--- config.mk ---
export PLATFORM = sky130hd
export DESIGN_NAME = pipeline_control_sequencer_flat
export DESIGN_NICKNAME = d
export VERILOG_FILES = /design/src/rtl/pipeline_control_sequencer_pkg.sv /design/src/rtl/pipeline_control_sequencer_if.sv /design/src/rtl/pipeline_control_sequencer_sat_counter.sv /design/src/rtl/pipeline_control_sequencer.sv /design/src/flat_wrapper.sv
export SDC_FILE = /design/constraint.sdc
export NUM_CORES = 1
export LEC_CHECK = 0
export ABC_AREA = 1
export CAP_MARGIN = 40
export CELL_PAD_IN_SITES_DETAIL_PLACEMENT = 2
export CELL_PAD_IN_SITES_GLOBAL_PLACEMENT = 2
export CORE_ASPECT_RATIO = 2
export CORE_MARGIN = 3
export CORE_UTILIZATION = 29
export CTS_CLUSTER_DIAMETER = 40
export DETAILED_ROUTE_END_ITERATION = 10
export PLACE_DENSITY_LB_ADDON = 0.1
export SYNTH_ARGS = -nofsm -noshare
export SYNTH_HDL_FRONTEND = slang
export SYNTH_SLANG_ARGS = --single-unit
--- constraint.sdc ---
create_clock -name clk -period 2 [get_ports clk]
set_input_delay 0.4 -clock clk [delete_from_list [all_inputs] [get_ports clk]]
set_output_delay 0.4 -clock clk [all_outputs]
set_load 0.01 [all_outputs]
--- src/rtl/pipeline_control_sequencer_pkg.sv ---
// rtl/pipeline_control_sequencer_pkg.sv - shared state encodings and constants for the stall/flush sequencer
package pipeline_control_sequencer_pkg;

  typedef enum logic [1:0] {
    ST_RUN      = 2'd0,
    ST_LU_STALL = 2'd1,
    ST_MEM_WAIT = 2'd2,
    ST_FLUSH    = 2'd3
  } seq_state_e;

  // Instruction word loaded into IF/ID whenever p1_flush is asserted.
  localparam logic [31:0] NOP_INSTR = 32'h0000_0000;

  function automatic logic mem_stall(input logic req, input logic ready);
    return req & ~ready;
  endfunction

endpackage

--- src/rtl/pipeline_control_sequencer_if.sv ---
// rtl/pipeline_control_sequencer_if.sv - hazard requests in, pipeline-register enables/flushes out
interface pipeline_control_sequencer_if;

  logic hz_load_use;
  logic br_taken;
  logic dmem_req;
  logic dmem_ready;

  logic pc_write;
  logic p1_write;
  logic p1_flush;
  logic p2_bubble;
  logic p34_hold;

  // master = pipeline side raising requests; slave = the sequencer
  modport master (
    output hz_load_use, br_taken, dmem_req, dmem_ready,
    input  pc_write, p1_write, p1_flush, p2_bubble, p34_hold
  );

  modport slave (
    input  hz_load_use, br_taken, dmem_req, dmem_ready,
    output pc_write, p1_write, p1_flush, p2_bubble, p34_hold
  );

endinterface

--- src/rtl/pipeline_control_sequencer_sat_counter.sv ---
// rtl/pipeline_control_sequencer_sat_counter.sv - saturating up-counter with synchronous active-low clear
module sat_counter #(
  parameter int W = 16
) (
  input  logic         clk,
  input  logic         clr_n,
  input  logic         inc,
  output logic [W-1:0] count
);

  always_ff @(posedge clk) begin
    if (!clr_n) begin
      count <= '0;
    end else if (inc && (count != {W{1'b1}})) begin
      count <= count + W'(1);
    end
  end

endmodule

--- src/rtl/pipeline_control_sequencer.sv ---
// rtl/pipeline_control_sequencer.sv - prioritised stall/flush sequencer for the 2-slot VLIW pipeline
module pipeline_control_sequencer
  import pipeline_control_sequencer_pkg::*;
#(
  parameter int LU_STALL_CYCLES = 1,
  parameter int MEM_TIMEOUT     = 64,
  parameter int CNT_W           = 16
) (
  input  logic                         clk,
  input  logic                         rst_n,
  pipeline_control_sequencer_if.slave  bus,
  output logic [1:0]                   state_o,
  output logic [CNT_W-1:0]             stall_cnt,
  output logic [CNT_W-1:0]             flush_cnt,
  output logic                         mem_err
);

  localparam logic [2:0] LU_RELOAD     = 3'(LU_STALL_CYCLES - 1);
  localparam logic [7:0] TIMEOUT_LIMIT = 8'(MEM_TIMEOUT);

  seq_state_e state;
  seq_state_e state_next;
  logic [2:0] lu_cnt;
  logic [2:0] lu_cnt_next;
  logic [7:0] to_cnt;
  logic [7:0] to_cnt_next;
  logic       err_set;
  logic       mem_wait;
  logic       do_mem_hold;
  logic       do_redirect;
  logic       do_lu_stall;
  logic       in_flush;
  logic       flush_inc;
  logic       stall_inc;

  assign mem_wait = mem_stall(bus.dmem_req, bus.dmem_ready);

  // Priority in every state: memory wait, then branch redirect, then load-use.
  always_comb begin
    state_next  = state;
    lu_cnt_next = lu_cnt;
    to_cnt_next = to_cnt;
    err_set     = 1'b0;
    do_mem_hold = 1'b0;
    do_redirect = 1'b0;
    do_lu_stall = 1'b0;
    in_flush    = 1'b0;
    if (rst_n) begin
      case (state)
        ST_RUN, ST_LU_STALL: begin
          if (mem_wait) begin
            do_mem_hold = 1'b1;
            state_next  = ST_MEM_WAIT;
            to_cnt_next = 8'd1;
          end else if (bus.br_taken) begin
            do_redirect = 1'b1;
            state_next  = ST_FLUSH;
          end else if (state == ST_LU_STALL) begin
            do_lu_stall = 1'b1;
            lu_cnt_next = lu_cnt - 3'd1;
            if (lu_cnt == 3'd1) begin
              state_next = ST_RUN;
            end
          end else if (bus.hz_load_use) begin
            do_lu_stall = 1'b1;
            if (LU_STALL_CYCLES > 1) begin
              state_next  = ST_LU_STALL;
              lu_cnt_next = LU_RELOAD;
            end
          end
        end
        ST_MEM_WAIT: begin
          // Branch and load-use requests are re-presented once the pipeline thaws.
          do_mem_hold = 1'b1;
          if (bus.dmem_ready) begin
            state_next = ST_RUN;
          end else if (to_cnt == TIMEOUT_LIMIT) begin
            err_set    = 1'b1;
            state_next = ST_RUN;
          end else begin
            to_cnt_next = to_cnt + 8'd1;
          end
        end
        ST_FLUSH: begin
          in_flush = 1'b1;
          if (mem_wait) begin
            do_mem_hold = 1'b1;
            state_next  = ST_MEM_WAIT;
            to_cnt_next = 8'd1;
          end else begin
            state_next = ST_RUN;
          end
        end
        default: state_next = ST_RUN;
      endcase
    end
  end

  assign bus.pc_write  = ~(do_mem_hold | do_lu_stall);
  assign bus.p1_write  = ~(do_mem_hold | do_lu_stall);
  assign bus.p1_flush  = do_redirect | in_flush;
  assign bus.p2_bubble = do_redirect | do_lu_stall;
  assign bus.p34_hold  = do_mem_hold;

  assign flush_inc = do_redirect;
  assign stall_inc = rst_n & ~bus.pc_write;
  assign state_o   = state;

  always_ff @(posedge clk) begin
    if (!rst_n) begin
      state   <= ST_RUN;
      lu_cnt  <= 3'd0;
      to_cnt  <= 8'd0;
      mem_err <= 1'b0;
    end else begin
      state  <= state_next;
      lu_cnt <= lu_cnt_next;
      to_cnt <= to_cnt_next;
      if (err_set) begin
        mem_err <= 1'b1;
      end
    end
  end

  sat_counter #(.W(CNT_W)) u_stall_cnt (
    .clk   (clk),
    .clr_n (rst_n),
    .inc   (stall_inc),
    .count (stall_cnt)
  );

  sat_counter #(.W(CNT_W)) u_flush_cnt (
    .clk   (clk),
    .clr_n (rst_n),
    .inc   (flush_inc),
    .count (flush_cnt)
  );

endmodule
--- src/flat_wrapper.sv ---
// flat-port wrapper written by rule: the top's interface ports become plain ports
module pipeline_control_sequencer_flat import pipeline_control_sequencer_pkg::*;
#(
  parameter int LU_STALL_CYCLES = 1,
  parameter int MEM_TIMEOUT     = 64,
  parameter int CNT_W           = 16
)
  (clk, rst_n, state_o, stall_cnt, flush_cnt, mem_err, bus_hz_load_use, bus_br_taken, bus_dmem_req, bus_dmem_ready, bus_pc_write, bus_p1_write, bus_p1_flush, bus_p2_bubble, bus_p34_hold);
  pipeline_control_sequencer_if bus_i ();
  input  logic clk;
  input  logic rst_n;
  output logic [1:0] state_o;
  output logic [CNT_W-1:0] stall_cnt;
  output logic [CNT_W-1:0] flush_cnt;
  output logic mem_err;
  input wire logic [$bits(bus_i.hz_load_use)-1:0] bus_hz_load_use;
  input wire logic [$bits(bus_i.br_taken)-1:0] bus_br_taken;
  input wire logic [$bits(bus_i.dmem_req)-1:0] bus_dmem_req;
  input wire logic [$bits(bus_i.dmem_ready)-1:0] bus_dmem_ready;
  output wire logic [$bits(bus_i.pc_write)-1:0] bus_pc_write;
  output wire logic [$bits(bus_i.p1_write)-1:0] bus_p1_write;
  output wire logic [$bits(bus_i.p1_flush)-1:0] bus_p1_flush;
  output wire logic [$bits(bus_i.p2_bubble)-1:0] bus_p2_bubble;
  output wire logic [$bits(bus_i.p34_hold)-1:0] bus_p34_hold;
  assign bus_i.hz_load_use = bus_hz_load_use;
  assign bus_i.br_taken = bus_br_taken;
  assign bus_i.dmem_req = bus_dmem_req;
  assign bus_i.dmem_ready = bus_dmem_ready;
  assign bus_pc_write = bus_i.pc_write;
  assign bus_p1_write = bus_i.p1_write;
  assign bus_p1_flush = bus_i.p1_flush;
  assign bus_p2_bubble = bus_i.p2_bubble;
  assign bus_p34_hold = bus_i.p34_hold;
  pipeline_control_sequencer #(.LU_STALL_CYCLES(LU_STALL_CYCLES), .MEM_TIMEOUT(MEM_TIMEOUT), .CNT_W(CNT_W)) u_core (.clk(clk), .rst_n(rst_n), .bus(bus_i), .state_o(state_o), .stall_cnt(stall_cnt), .flush_cnt(flush_cnt), .mem_err(mem_err));
endmodule
### Word level (Yosys, flattened, before mapping)

Index checks and enable logic that the tools add are counted.

* add/subtract/negate cells: 4
* equal/unequal tests: 13
* multiplexer cells: 31
* bitwise gates (word level): 9
* reductions and logical operators: 8

Operators with widths (number)
* $add A16 B1 Y16 const B: 2
* $ne A16 B16 Y1 const B: 2
* $mux W8: 3
* $mux W1: 18
* $pmux W8 S2: 1
* $mux W2: 7
* $add A8 B1 Y8 const B: 1
* $eq A8 B7 Y1 const B: 1
* $ne A4 B2 Y1 const B: 2
* $pmux W2 S3: 1
* $reduce_and A3 Y1: 2
* $eq A2 B2 Y1 const B: 2
* $ne A2 B2 Y1 const B: 2
* $not A1 Y1: 4
* $reduce_and A4 Y1: 1
* $eq A3 B1 Y1 const B: 1
* $ne A3 B2 Y1 const B: 1
* $or A1 B1 Y1: 3
* $reduce_or A3 Y1: 1
* $sub A3 B1 Y3 const B: 1
* $and A1 B1 Y1: 2
* $eq A2 B1 Y1 const B: 1
* $logic_and A1 B1 Y1: 2
* $logic_not A2 Y1: 1
* 3 further kinds: 3

* register bits: 46
* bits of input ports: 6
* output and inout bits: 40

### Logic depth before layout (Yosys ltp)

Gate-level depths: netlist of the first run.

* depth after elaboration: 9
* mapped depth: 10
* depth with buffers taken out: 9

### By module

From an unflattened synthesis of the first run, not the netlist that was laid out.

* cell total of the unflattened synthesis: 432
* area, all modules: 2894.0 sq um

By module, submodules not included
* sat_counter at u_core.u_flush_cnt: instances 1, cells an instance 149, area an instance 996.0 sq um, seq. area each 320.3 sq um
* sat_counter at u_core.u_stall_cnt: instances 1, cells an instance 155, area an instance 973.4 sq um, seq. area each 320.3 sq um
* pipeline_control_sequencer: instances 1, cells an instance 128, area an instance 924.6 sq um, seq. area each 280.3 sq um

### Worst setup path after synthesis of the first run

No wires, ideal clock.

* path kind: register to register
* start point: register u_core.u_stall_cnt.count[0]
* end point: register u_core.u_stall_cnt.count[2]
* library setup time: 70 ps
* data arrival time: 1605 ps
* required time: 1930 ps
* slack: 326 ps
* stages on the path, launching flop included: 11
* path buffers: 1
* cells stage by stage: dfxtp_1 > ha_1 > nand2_1 > nor2_4 > nand2_4 > nor2_8 > inv_2 > nand2_4 > buf_12 > nand2_1 > a21oi_2

* word-level cells in the longest chain between the ends: 2

RTL lines
* from (decl): line pipeline_control_sequencer_sat_counter.sv:8 `output logic [W-1:0] count`
* from (signal assigned): line pipeline_control_sequencer_sat_counter.sv:15 `count <= count + W'(1);`
* parallel branches: the longest is 2 deep, another holds $add A16 B1 Y16

Parallel ways; which one is timed is not known.
A chain may end at the register's enable or synchronous reset.

### Worst setup path after layout of the first run

* start point: input port bus_dmem_ready
* end point: output port bus_p2_bubble

* word-level cells in the longest chain between the ends: 6

RTL lines
* from (decl): line flat_wrapper.sv:19 `input wire logic [$bits(bus_i.dmem_ready)-1:0] bus_dmem_ready;`
* $not A1 Y1 (*): line pipeline_control_sequencer_pkg.sv:15 `return req & ~ready;`
* $and A1 B1 Y1 (*): line pipeline_control_sequencer_pkg.sv:15
* $mux W1: line pipeline_control_sequencer.sv:51 `if (mem_wait) begin`
* $mux W1: line pipeline_control_sequencer.sv:49 `case (state)`
* $mux W1: line pipeline_control_sequencer.sv:48 `if (rst_n) begin`
* $or A1 B1 Y1 (*): line pipeline_control_sequencer.sv:102 `assign bus.p2_bubble = do_redirect | do_lu_stall;`
* to (decl): line flat_wrapper.sv:23 `output wire logic [$bits(bus_i.p2_bubble)-1:0] bus_p2_bubble;`

Every way passes the cells marked *; elsewhere a longest branch is shown, timed or not.

==> results of run 1 <==
[flip-flops by register name, summed over array words and instances (netlist names)]
signal and cells:
u_core.to_cnt 8, u_core.u_flush_cnt.count 16, u_core.lu_cnt 3, u_core.state_o 2
u_core.u_stall_cnt.count 16, u_core.mem_err 1
[power by group]
part | leakage (nW) | switching (mW) | total [mW] | internal [mW]
logic | 1.07 | 0.185 | 0.317 | 0.132
registers | 0.372 | 0.0171 | 0.949 | 0.932
clock network | 0.0704 | 0.417 | 0.888 | 0.471
total | 1.51 | 0.619 | 2.15 | 1.54
[final cells by class]
cell class,count,share of cell area
clock inverter,3,0.00651
clock buffer,5,0.0326
multi-input combinational,341,0.450
timing repair buffer,77,0.184
sequential,46,0.240
tap,130,0.0423
inverter,46,0.0449
[stage by stage]
step           instances  hold slack, ns   util
6_report             648           0.449  0.404
5_1_grt              648           0.467  0.404
4_1_cts              647           0.452  0.403
3_5_place_dp         639           0.443  0.385
3_3_place_gp         639           0.441  0.385
2_1_floorplan        443           0.422      -
[path summary, 6_finish.rpt]
check | start | to | slack (ns) | cells past startpoint
worst min register to register | u_core.lu_cnt[2] | u_core.lu_cnt[2] | 0.45 | 1
worst min-delay path | u_core.lu_cnt[2] | u_core.lu_cnt[2] | 0.45 | 1
worst max-delay path | bus_dmem_ready | bus_p2_bubble | 0.02 | 8
worst max register to register | u_core.u_flush_cnt.count[1] | u_core.u_flush_cnt.count[0] | 0.22 | 9
[cell usage in the layout, fill, tap and decap left out, drive strengths merged]
cell type and n:
a31oi 1, dfxtp 46, nand3 24, o21bai 1, nand4 10, clkinv 1, dlygate4sd2 1, a21oi 41
nor3 1, clkbuf 6, buf 33, inv 47, o21ai 17, nor2 72, clkdlybuf4s50 39, xor2 9
xnor2 7, ha 6, clkdlybuf4s15 3, o31ai 1, clkinvlp 1, nand2 149, nand3b 2
[kinds of logic (layout without fill, tap and decap cells)]
| kind of cell | after synthesis | after routing | synth area share |
|---|---|---|---|
| simple gates | 258 | 258 | 0.395 |
| buf+inv | 56 | 131 | 0.0844 |
| flops | 46 | 46 | 0.322 |
| xor+xnor | 16 | 16 | 0.0490 |
| fa+ha+maj | 6 | 6 | 0.0262 |
| compound gates | 61 | 61 | 0.123 |
[layer usage]
layer / up-vias / track usage / wire [microns]
met4: 0 / 0.0862 / 316
met3: 15 / 0.0253 / 205
met2: 45 / 0.444 / 6730
met5: - / 0 / 0
li1: 1546 / - / -
met1: 1581 / 0.163 / 3380
[timing repair]
item / 4_1_cts / 5_1_grt
hold buffers: 0 / 0
hold endpoints to repair: 0 / 0
resized for setup: 22 / 4
pin swaps: 0 / 1
buffers inserted: 0 / 1
setup endpoints to repair: 5 / 7
[critical path, stage by stage]
cell and delay [ns]:
clkdlybuf4s50_1 0.47, inv_2 0.05, nand2_4 0.10, nand2_2 0.09, nor2_4 0.11, inv_1 0.07, nand2_1 0.06, clkdlybuf4s15_2 0.22
==> impl_metrics.csv, run 1 <==
group,metric,value,unit
routing,wirelength,10600,microns
power_and_ir_drop,power_density,561,nW/um^2
routing,vias,3187,
synthesis,synthTopCellsByArea,"dfxtp_1, nand2_1, nor2_1",
final_layout,drive_gt1_frac,0.160,
routing,drtIter0Drc,72,
routing,wire_per_inst,16.4,microns
synthesis,ys.flop_type,"dfxtp_1",
run,cap_violations,0,
global_route,grt_usage,0.200,
synthesis,async_flop_share,0,
power_and_ir_drop,irDropWorstVdd,0.000280,V
clock_network,clk_path_buf_depth,2,
sta,final_hold_viol_count,0,
power_and_ir_drop,finalPower,2.15,mW
sta,fin_crit,1.98,ns
final_layout,n_fill_cell,1193,
final_layout,postLayoutCellArea,3840,sq um
power_and_ir_drop,p_leak,1.51,nW
floorplan,coreArea,9510,sq um
clock_network,cts.clk_slew.worst_paths,0.07,ns
routing,first_pass_iters,4,
worst_setup_path,critPathCaptureType,"output port",
synthesis,syn_area,2860,sq um
global_route,grt_max_degree,34,
placement,gp_congestion,0.818,
placement,post-place-ws,-0.439,ns
final_layout,multi_input_area,1730,sq um
sta,finalSetupViolations,0,
synthesis,syn_avg_cell_area,6.46,sq um
floorplan,start_util,0.301,
global_route,grt_pass1_vias,3654,
sta,worst_pin_slew,0.474,ns
synthesis,synth_commonest_cells,"nand2_1, nor2_1, dfxtp_1, inv_1, a21oi_1",
worst_setup_path,cp.required,1.60,ns
sta,fmax,0.505,GHz
synthesis,syn_nets,455,
final_layout,final_net_count,529,
placement,post_dp_cell_area,3660,sq um
global_route,antenna_found_initial,0,
routing,drc,0,
sta,period_share,0.991,
worst_setup_path,critPathKind,"in -> out",
synthesis,ys_ff_latch,46,
worst_setup_path,cp-start-kind,"input port",
sta,slew_headroom,0.684,
clock_network,htreeDepth,2,
synthesis,syn_inst,443,
synthesis,synth.most_common_cell,"nand2_1",
floorplan,die_w,76.2,microns
global_route,grt_pass1_wl,17600,microns
outcome,outcome,"completed",
synthesis,yosys_warnings,0,
synthesis,synth_edf_count,0,
routing,antenna_left,0,
synthesis,synth_top_area_frac,0.322,
clock_network,cts_tree,"built",
floorplan,die_area,11200,sq um
worst_setup_path,arrival,1.58,ns
final_layout,diodes,0,
placement,port_buffers,45,
synthesis,synth_cell_types,31,
floorplan,die_h,146,microns
routing,viasPerCell,4.92,
synthesis,synth_area_leader_cell,"dfxtp_1",
worst_setup_path,crit_fanout,6,
floorplan,ioPinCount,46,
sta,slew_violations,0,
synthesis,synth-seq-area-share,0.322,
worst_hold_path,min_path_type,"reg -> reg",
clock_network,insertion_delay,0.30,ns
final_layout,area_growth,34.3,%
sta,setup_ws,0.0180,ns
clock_network,tritoncts.num_buffers,5,
clock_network,cts.sinks,46,
sta,skew,0.0103,ns
sta,rsz0062_at_grt,"true",
sta,finalSetupTns,0,ns
placement,dp_hpwl,8380,microns
floorplan,rows,50,
global_route,overflow,0,
final_layout,regArea,921,sq um
clock_network,root_buffer,"clkbuf_16",
Note: power is estimated with default switching activity, not from simulation.
==> inputs of run 2 (changes only) <==
--- a/config.mk
+++ b/config.mk
@@ -6,6 +6,7 @@
 export NUM_CORES = 1
 export LEC_CHECK = 0
 export ABC_AREA = 1
+export ABC_CLOCK_PERIOD_IN_PS = 1860
 export CAP_MARGIN = 40
 export CELL_PAD_IN_SITES_DETAIL_PLACEMENT = 2
 export CELL_PAD_IN_SITES_GLOBAL_PLACEMENT = 2
==> constraint.sdc (replaced) <==
create_clock -name clk -period 1.86 [get_ports clk]
set_input_delay 0.372 -clock clk [delete_from_list [all_inputs] [get_ports clk]]
set_output_delay 0.372 -clock clk [all_outputs]
set_load 0.01 [all_outputs]
==> impl_metrics.csv, run 2 (synthesis results as in run 1) <==
group,metric,value,unit
clock_network,root_buffer,"clkbuf_16",
global_route,grt_usage,0.207,
sta,fmax,0.564,GHz
floorplan,start_util,0.301,
final_layout,mostFrequentLayoutCell,"nand2_1",
floorplan,die_area,11200,sq um
placement,post_dp_cell_area,3750,sq um
global_route,grt_pass1_wl,18400,microns
sta,period_share,0.953,
floorplan,ioPinCount,46,
routing,antenna_left,0,
placement,post-place-ws,-0.528,ns
power_and_ir_drop,p_leak,1.61,nW
final_layout,reg.largest.list,"u_core.u_flush_cnt.count x16, u_core.u_stall_cnt.count x16, u_core.to_cnt x8",
routing,vias,3244,
routing,drc,0,
sta,worst_pin_slew,0.419,ns
routing,viasPerCell,4.92,
clock_network,cts.sinks,46,
worst_setup_path,worstRegToRegCells,9,
routing,wire_per_inst,16.7,microns
sta,slew_headroom,0.721,
power_and_ir_drop,internal_power,1.76,mW
clock_network,tritoncts.num_buffers,5,
clock_network,insertion_delay,0.29,ns
worst_hold_path,min_path_type,"reg -> reg",
worst_setup_path,cp.required,1.49,ns
power_and_ir_drop,power_density,604,nW/um^2
final_layout,fin_util,0.418,
sta,finalSetupTns,0,ns
worst_setup_path,crit_fanout,5,
power_and_ir_drop,power_frac_clock,0.429,
sta,slew_violations,0,
clock_network,clk_path_buf_depth,2,
worst_setup_path,slowest_stage,"clkdlybuf4s50_1",
worst_hold_path,whs_path_depth,1,
placement,gp_congestion,0.815,
placement,port_buffers,45,
routing,wirelength,11000,microns
final_layout,area_growth,38.9,%
floorplan,die_w,76.2,microns
worst_setup_path,arrival,1.40,ns
floorplan,coreArea,9510,sq um
power_and_ir_drop,p_switching,642,uW
worst_setup_path,critPathCaptureType,"output port",
routing,first_pass_iters,4,
clock_network,cts_tree,"built",
power_and_ir_drop,p_seq_frac,0.426,
floorplan,rows,50,
placement,dp_hpwl,8580,microns
routing,drtIter0Drc,78,
global_route,grt_max_degree,30,
final_layout,diodes,0,
power_and_ir_drop,irDropWorstVdd,0.000399,V
sta,setup_ws,0.0882,ns
worst_setup_path,cpPeakStageDelay,0.54,ns
global_route,grt_pass1_vias,3701,
power_and_ir_drop,power_frac_comb,0.145,
clock_network,htreeDepth,2,
global_route,antenna_found_initial,0,
final_layout,postLayoutCellArea,3980,sq um
final_layout,drive_gt1_frac,0.196,
worst_setup_path,crit_path_cell_trace,"buf_4, clkdlybuf4s50_1",
final_layout,final_cell_mix,"nand2_1, nor2_1, dfxtp_1, inv_1, buf_4",
clock_network,cts_hold_buf,0,
sta,fin_crit,1.77,ns
sta,final_hold_viol_count,0,
worst_setup_path,critPathKind,"reg -> out",
power_and_ir_drop,swShare,0.267,
sta,finalSetupViolations,0,
worst_setup_path,cp-start-kind,"flip-flop",
global_route,overflow,0,
final_layout,final_net_count,541,
sta,rsz0062_at_grt,"false",
clock_network,cts.clk_slew.worst_paths,0.07,ns
sta,skew,0.00333,ns
outcome,outcome,"completed",
run,cap_violations,0,
floorplan,die_h,146,microns
[run 2: changes by cell type in the layout (fill, tap and decap cells not counted), moves of 2 or more]
| cell | change |
|---|---|
| buf_4 | +11 |
| buf_6 | +3 |
| clkbuf_8 | +3 |
| clkdlybuf4s50_1 | -3 |
| buf_2 | +2 |
| clkdlybuf4s15_2 | -2 |
| dfxtp_1 | -2 |
| dfxtp_2 | +2 |
| dlymetal6s2s_1 | +2 |
[run 2: metrics by stage]
stage / hold slack [ns] / cells / power (mW)
floorplan: 0.422 / 443 / 1.20
global placement: 0.440 / 650 / 1.37
detailed placement: 0.450 / 650 / 1.38
CTS: 0.473 / 659 / 2.43
global route: 0.523 / 660 / 2.51
finish: 0.476 / 660 / 2.40
[run 2: per-layer routing]
metal  global-route usage  up-vias  routed length [microns]
li1                     -     1567                        -
met1                0.178     1592                     3620
met2                0.443       59                     6740
met3               0.0259       26                      213
met4               0.0971        0                      422
met5                    0        -                        0
[run 2: worst paths after layout]
path | start | endpoint | slack (ns)
min reg2reg | u_core.lu_cnt[2] | u_core.lu_cnt[2] | 0.48
max | u_core.u_flush_cnt.count[9] | flush_cnt[9] | 0.09
min | u_core.lu_cnt[2] | u_core.lu_cnt[2] | 0.48
max reg2reg | u_core.state_o[1] | u_core.u_stall_cnt.count[1] | 0.17
[run 2: power groups by stage]
stage | registers [mW] | clock network [mW] | logic [mW]
3_3_place_gp | 1.04 | 0 | 0.328
3_5_place_dp | 1.04 | 0 | 0.337
6_report | 1.02 | 1.03 | 0.349
2_1_floorplan | 1.05 | 0 | 0.151
4_1_cts | 1.02 | 1.06 | 0.345
5_1_grt | 1.03 | 1.10 | 0.384
[run 2: final cells by class]
cell class,count,area [sq um]
sequential,46,923
fill,1190,5530
inverter,46,173
multi-input combinational,341,1750
tap,130,163
timing repair buffer,89,800
clock buffer,8,166
[run 2: critical path, delay by kind of cell, from the launching register on]
kind | cells | cell delay (ns)
flops | 1 | 0.42
buf+inv | 2 | 0.69
[run 2: what timing repair did]
action | in CTS | in global routing
resized for setup | 30 | 13
pin swaps | 2 | 1
buffers inserted | 1 | 1
setup endpoints to repair | 9 | 24
